==> config.mk <==
export PLATFORM = sky130hd
export DESIGN_NAME = prach_uplane_sched
export DESIGN_NICKNAME = d
export VERILOG_FILES = /design/src/rtl/prach_pkg.sv /design/src/rtl/prach_sched_fifo.sv /design/src/rtl/prach_uplane_sched.sv
export SDC_FILE = /design/constraint.sdc
export NUM_CORES = 2
export LEC_CHECK = 0
export CAP_MARGIN = 15
export CELL_PAD_IN_SITES_DETAIL_PLACEMENT = 0
export CELL_PAD_IN_SITES_GLOBAL_PLACEMENT = 1
export CORE_ASPECT_RATIO = 1.4
export CORE_MARGIN = 1.5
export CORE_UTILIZATION = 40
export CTS_CLUSTER_DIAMETER = 50
export CTS_CLUSTER_SIZE = 12
export DETAILED_ROUTE_END_ITERATION = 12
export PLACE_DENSITY_LB_ADDON = 0.12
export SKIP_CTS_REPAIR_TIMING = 1
export SYNTH_ARGS = -nofsm -noshare
export SYNTH_HDL_FRONTEND = slang
export SYNTH_SLANG_ARGS = --single-unit
==> constraint.sdc <==
create_clock -name clk_eth_xran -period 43.4 [get_ports clk_eth_xran]
set_clock_uncertainty 0.2 [all_clocks]
set_input_delay 13.02 -clock clk_eth_xran [delete_from_list [all_inputs] [get_ports clk_eth_xran]]
set_output_delay 13.02 -clock clk_eth_xran [all_outputs]
set_load 0.02 [all_outputs]
==> src/rtl/prach_pkg.sv <==
// Shared types and constants for the PRACH U-Plane scheduler: channel geometry,
// scheduler states and the tagged entry carried through the output skid FIFO.
package prach_pkg;

  localparam int NUM_CH = 24;
  localparam int CH_W   = 5;
  localparam int BEAT_W = 8;
  localparam int DATA_W = 128;

  typedef enum logic [1:0] {
    IDLE = 2'd0,
    XFER = 2'd1,
    ZERO = 2'd2
  } sched_state_t;

  typedef struct packed {
    logic [15:0] size;
    logic [15:0] pc_id;
    logic [15:0] seq_id;
  } uplane_hdr_t;

  typedef struct packed {
    logic [DATA_W-1:0] data;
    logic              sop;
    logic              eop;
    uplane_hdr_t       hdr;
  } skid_entry_t;

endpackage

==> src/rtl/prach_sched_fifo.sv <==
// Shift-register FIFO of tagged U-Plane beats; entry 0 is the head register,
// so the head only changes on a pop or when a push lands in an empty FIFO.
module prach_sched_fifo
  import prach_pkg::*;
#(
  parameter int DEPTH = 4,
  parameter int CNT_W = $clog2(DEPTH + 1)
) (
  input  logic             clk,
  input  logic             rst,
  input  logic             push,
  input  skid_entry_t      push_entry,
  input  logic             pop,
  output skid_entry_t      head,
  output logic             head_valid,
  output logic [CNT_W-1:0] count
);

  skid_entry_t      mem [DEPTH];
  logic [CNT_W-1:0] wr_idx;

  // A simultaneous pop shifts everything down, so the push lands one slot lower.
  assign wr_idx     = pop ? count - CNT_W'(1) : count;
  assign head       = mem[0];
  assign head_valid = (count != '0);

  always_ff @(posedge clk) begin
    if (rst) begin
      count <= '0;
      for (int i = 0; i < DEPTH; i++) begin
        mem[i] <= '0;
      end
    end else begin
      if (pop) begin
        for (int i = 0; i < DEPTH - 1; i++) begin
          mem[i] <= mem[i+1];
        end
      end
      if (push && (int'(wr_idx) < DEPTH)) begin
        mem[wr_idx] <= push_entry;
      end
      count <= count + CNT_W'(push) - CNT_W'(pop);
    end
  end

endmodule

==> src/rtl/prach_uplane_sched.sv <==
// Round-robin scheduler sharing one U-Plane Avalon-ST source among PRACH channel
// buffers; reads a granted section beat by beat and emits it as one packet.
module prach_uplane_sched
  import prach_pkg::*;
#(
  parameter int SKID_DEPTH = 4
) (
  input  logic                     clk_eth_xran,
  input  logic                     rst_eth_xran,
  input  logic [NUM_CH-1:0]        ch_enable,
  input  logic [NUM_CH-1:0]        req_valid,
  input  logic [NUM_CH*BEAT_W-1:0] req_beats,
  output logic [NUM_CH-1:0]        req_done,
  output logic                     rd_en,
  output logic [CH_W-1:0]          rd_ch,
  input  logic [DATA_W-1:0]        rd_data,
  output logic [DATA_W-1:0]        avst_source_u_data,
  output logic                     avst_source_u_valid,
  output logic                     avst_source_u_startofpacket,
  output logic                     avst_source_u_endofpacket,
  input  logic                     avst_source_u_ready,
  output logic [15:0]              tx_u_size,
  output logic [15:0]              tx_u_pc_id,
  output logic [15:0]              tx_u_seq_id,
  output logic                     err_zero_len
);

  localparam int CNT_W = $clog2(SKID_DEPTH + 1);

  sched_state_t      state, state_d;
  logic [CH_W-1:0]   grant_ch, rr_ptr, pick_ch;
  logic              pick_any;
  logic [BEAT_W-1:0] remaining, pick_beats;
  logic              first_rd;
  uplane_hdr_t       grant_hdr;
  logic [7:0]        seq [NUM_CH];
  logic [NUM_CH-1:0] eligible;

  logic              inflight, inflight_sop, inflight_eop;
  uplane_hdr_t       inflight_hdr;
  skid_entry_t       push_entry, head;
  logic              head_valid, pop, room;
  logic [CNT_W-1:0]  fifo_count;

  assign eligible   = req_valid & ch_enable;
  assign pick_beats = req_beats[int'(pick_ch)*BEAT_W +: BEAT_W];

  // Round-robin search starting one past the last granted channel.
  always_comb begin
    pick_any = 1'b0;
    pick_ch  = '0;
    for (int k = 1; k <= NUM_CH; k++) begin
      if (!pick_any && eligible[(int'(rr_ptr) + k) % NUM_CH]) begin
        pick_any = 1'b1;
        pick_ch  = CH_W'((int'(rr_ptr) + k) % NUM_CH);
      end
    end
  end

  // Reads in flight still need a FIFO slot, so they count against the depth.
  assign room = (int'(fifo_count) + int'(inflight)) < SKID_DEPTH;

  always_comb begin
    state_d  = state;
    rd_en    = 1'b0;
    req_done = '0;
    case (state)
      IDLE: begin
        if (pick_any) begin
          state_d = (pick_beats == '0) ? ZERO : XFER;
        end
      end
      XFER: begin
        if (room) begin
          rd_en = 1'b1;
          if (remaining == BEAT_W'(1)) begin
            req_done[grant_ch] = 1'b1;
            state_d            = IDLE;
          end
        end
      end
      ZERO: begin
        req_done[grant_ch] = 1'b1;
        state_d            = IDLE;
      end
      default: state_d = IDLE;
    endcase
  end

  always_ff @(posedge clk_eth_xran) begin
    if (rst_eth_xran) begin
      state        <= IDLE;
      grant_ch     <= '0;
      rr_ptr       <= CH_W'(NUM_CH - 1);
      remaining    <= '0;
      first_rd     <= 1'b0;
      grant_hdr    <= '0;
      inflight     <= 1'b0;
      inflight_sop <= 1'b0;
      inflight_eop <= 1'b0;
      inflight_hdr <= '0;
      err_zero_len <= 1'b0;
    end else begin
      state    <= state_d;
      inflight <= rd_en;
      if (rd_en) begin
        inflight_sop <= first_rd;
        inflight_eop <= (remaining == BEAT_W'(1));
        inflight_hdr <= grant_hdr;
        remaining    <= remaining - BEAT_W'(1);
        first_rd     <= 1'b0;
      end
      if (state == IDLE && pick_any) begin
        grant_ch         <= pick_ch;
        rr_ptr           <= pick_ch;
        remaining        <= pick_beats;
        first_rd         <= 1'b1;
        grant_hdr.size   <= {4'd0, pick_beats, 4'd0};
        grant_hdr.pc_id  <= 16'(pick_ch);
        grant_hdr.seq_id <= {seq[pick_ch], 1'b1, 7'd0};
      end
      if (state == ZERO) begin
        err_zero_len <= 1'b1;
      end
    end
  end

  // A channel's sequence number advances only once its SOP beat is taken by the sink.
  always_ff @(posedge clk_eth_xran) begin
    if (rst_eth_xran) begin
      for (int c = 0; c < NUM_CH; c++) begin
        seq[c] <= '0;
      end
    end else if (pop && head.sop) begin
      seq[head.hdr.pc_id[CH_W-1:0]] <= seq[head.hdr.pc_id[CH_W-1:0]] + 8'd1;
    end
  end

  assign push_entry.data = rd_data;
  assign push_entry.sop  = inflight_sop;
  assign push_entry.eop  = inflight_eop;
  assign push_entry.hdr  = inflight_hdr;

  // Avalon-ST: a beat moves when valid & ready; the head register holds while stalled.
  assign pop = head_valid & avst_source_u_ready;

  prach_sched_fifo #(
    .DEPTH (SKID_DEPTH),
    .CNT_W (CNT_W)
  ) u_fifo (
    .clk        (clk_eth_xran),
    .rst        (rst_eth_xran),
    .push       (inflight),
    .push_entry (push_entry),
    .pop        (pop),
    .head       (head),
    .head_valid (head_valid),
    .count      (fifo_count)
  );

  assign rd_ch                       = grant_ch;
  assign avst_source_u_data          = head.data;
  assign avst_source_u_valid         = head_valid;
  assign avst_source_u_startofpacket = head.sop;
  assign avst_source_u_endofpacket   = head.eop;
  assign tx_u_size                   = head.hdr.size;
  assign tx_u_pc_id                  = head.hdr.pc_id;
  assign tx_u_seq_id                 = head.hdr.seq_id;

  // The granted buffer must keep its request up until the section is fully read.
  a_req_held: assert property (@(posedge clk_eth_xran) disable iff (rst_eth_xran)
    (state == XFER && !req_done[grant_ch]) |-> req_valid[grant_ch]);

endmodule

==> results.md <==
- Post-synthesis async set-or-reset flop share: 0%
- Die Span Y: 424 um
- CP cell instances: clkdlybuf4s50_1, nand3_1, o21ai_1, mux4_2, and3_1, a211oi_2, nand2_1, or3_1, o211ai_4, a221oi_2, o22ai_4, buf_4, buf_4, mux2i_1, mux2i_1, mux2_2, o211ai_1, o211ai_1, o41a_1, nor2_1
- Slew @ Worst Pin: 1.15 ns
- Detailed Route WL: 169 mm
- Hold Crit Class: flip-flop to flip-flop
- Critical Path Start Type: primary input
- RR Startpoint: rr_ptr[1]$_SDFFE_PP1P_
- Placed Instances: 6970
- Layout area overhead: 18.9%
- Final period util: 44.7%
- Highest net fanout along the worst path: 65
- Die span in x: 303 um
- Mapped Area: 50500 sq um
- Netlist cell types: 106
- TritonCTS clock tree: done
- EDFF count, synth: 864
- H-tree Lvls: 3
- Post-DP HPWL: 114 mm
- Routability Congestion: 0.922
- Clock Tree Buf Depth: 3
- Total track usage: 26.0%
- Via density: 5.68
- Detail Route Antenna Nets: 0
- Slowest cell on the critical path: a211oi_2
- Share of layout cells above drive strength 1: 7.22%
- Final Non-Filler Cells: 7125
- Clock Sink Count: 930
- Syn. warnings: 0
- Max-slew headroom: 23.5%
- Vias in the first global route: 39179
- Endpoints failing setup: 0
- CP endpoint kind: flip-flop
- CP peak stage delay: 0.74 ns
- Boundary Pins: 581
- Final nets: 5859
- FF-to-FF End: state[1]$_SDFFE_PP0P_
- Critical Path AT: 19.83 ns
- Grt total ovfl: 0
- Data required, critical path: 43.84 ns
- Final Hold Viols: 0
- Reg2Reg Setup Slack: 33.91 ns
- First-pass GRT wire length: 252 mm
- Initial core utilization: 40.2%
- 1st-pass router iterations: 5
- Most used DFF post-synth: edfxtp_1
- Sequential element share of the synthesized area: 54.0%
- Largest net degree at the start of global routing: 147
- Setup TNS Final: 0 ns
- DRC: 0
- Vias: 40464
- Outcome: finished clean
- Worst hold path cell count: 2
- Max-cap violations: 0
- Initial antenna violation count: 6
- Inserted Clock Buffers: 96
- Core box area: 126000 sq um
- DRT iter0 DRCs: 3217
- Die area: 128000 sq um
- Drt wl/cell: 23.8 um
- Avg Cell Area, Syn: 9.92 sq um
- CTS root buffer: clkbuf_16
- Post-Synthesis Cells: 5095
- Slew Viols, Final: 0
- R2R depth: 26
- Tmin final: 19.40 ns
- RSZ-0062 raised after global routing: false
- CP Class: primary input to flip-flop
- #FFs+latches synth: 930
- Worst-Skew Late Latency: 0.70 ns
- IO Port Bufs: 554
- Hold EP: first_rd$_SDFFE_PP0P_
- Fmax: 51.6 MHz
- Hold Crit Start: first_rd$_SDFFE_PP0P_
- Row count: 154
- Worst-path clk slew: 0.06 ns
==> Yosys cell counts (all sizes together) (15+ instances only) <==
library cell / n / area [sq um]
edfxtp: 864 / 25900
dfxtp: 66 / 1320
nand3: 308 / 1540
nor2: 325 / 1220
nand2b: 57 / 364
nand4: 37 / 231
inv: 54 / 203
nor2b: 29 / 181
a22oi: 44 / 335
and3: 191 / 1190
mux4: 93 / 2090
nand3b: 18 / 135
o211ai: 36 / 284
or3: 22 / 138
nor3: 44 / 235
and2: 21 / 134
nand2: 1342 / 5040
a21boi: 16 / 120
a21oi: 121 / 632
o22ai: 15 / 108
o21a: 19 / 143
buf: 126 / 787
a31oi: 40 / 250
a211oi: 40 / 310
xnor2: 34 / 305
mux2: 19 / 214
ha: 57 / 713
o21ai: 407 / 2040
clkbuf: 296 / 1110
mux2i: 93 / 931
==> kinds of logic after synthesis <==
family	after synthesis	share of synthesized area, %
XOR/XNOR	47	0.874
buffers and inverters	479	4.18
AO/OA/AOI/OAI	902	11.3
AND/OR/NAND/NOR	2473	21.8
other	1	0.00742
multiplexers	205	6.41
flip-flops	930	54.0
adder cells (fa/ha/maj)	58	1.45
==> layout by cell type, fill, tap and decap left out, types with 15 or more instances in the layout <==
master and count:
nor2_1 320, nand4_1 37, buf_4 79, o21ai_0 397
a31oi_1 40, clkbuf_16 98, xnor2_1 30, a22oi_1 42
ha_1 57, conb_1 26, and2_1 17, edfxtp_1 864
or3_1 22, a211oi_1 37, nand2_1 1340, nand3_1 307
o211ai_1 35, nor3_1 40, nand2b_1 56, o21a_1 19
nand3b_1 18, and3_1 190, nor2b_1 27, dfxtp_1 63
a21oi_1 116, clkdlybuf4s50_1 553, clkbuf_1 25, mux2_2 18
inv_1 51, a21boi_0 15, mux2i_1 93, mux4_2 93
==> sequential cells by signal, summed over array words and instances, names as in the netlist <==
register,count
inflight_hdr,22
inflight,1
inflight_sop,1
grant_hdr,21
seq,256
u_fifo.count,3
inflight_eop,1
first_rd,1
rr_ptr,5
remaining,8
state,2
u_fifo.mem,608
err_zero_len,1
==> metrics by stage <==
stage / setup WS (ns) / hold slack, ns / instance area [sq um] / utilization, %
2_1_floorplan: 17.82 / 0.232 / 50600 / -
3_5_place_dp: 23.40 / 0.248 / 57200 / 45.5
3_3_place_gp: 23.45 / 0.239 / 57200 / 45.5
4_1_cts: 24.14 / 0.257 / 60100 / 47.8
6_report: 24.00 / 0.253 / 60100 / 47.8
5_1_grt: 23.73 / 0.278 / 60100 / 47.8
==> critical path, delay by kind of cell <==
kind,cells,cell delay [ns]
compound gates,8,2.32
buf+inv,3,1.78
simple gates,5,1.40
mux,4,1.24
==> metal layers <==
metal,global-route usage [%],wire length (um),up-vias
met5,0,0,-
met4,11.6,7820,0
met3,3.59,10000,315
met2,43.9,83200,1524
met1,33.0,68500,19623
li1,-,-,19002
==> layout make-up <==
| type | instances | area, sq um |
|---|---|---|
| Antenna cell | 5 | 12.5 |
| Clock buffer | 125 | 2570 |
| Clock inverter | 25 | 300 |
| Fill cell | 11761 | 65600 |
| Inverter | 57 | 216 |
| Multi-Input combinational cell | 3711 | 21500 |
| Sequential cell | 930 | 27300 |
| Tap cell | 1638 | 2050 |
| Timing Repair Buffer | 634 | 6170 |
==> worst max path at each step <==
stage                                    from                      endpoint  slack (ns)  depth (start not counted)
after floorplan           avst_source_u_ready  u_fifo.mem[2][100]$_DFFE_PP_       17.82                          7
after global placement           ch_enable[2]         state[1]$_SDFFE_PP0P_       23.45                         20
after detailed placement         req_valid[2]         state[1]$_SDFFE_PP0P_       23.40                         20
after CTS                        req_valid[2]         state[1]$_SDFFE_PP0P_       24.14                         20
after global routing             req_valid[2]         state[1]$_SDFFE_PP0P_       23.73                         20
final                            req_valid[2]         state[1]$_SDFFE_PP0P_       24.00                         20
Power is left out: the tool's default activity adds up to more than one toggle a clock period on the data nets, which glitch-free logic cannot reach.
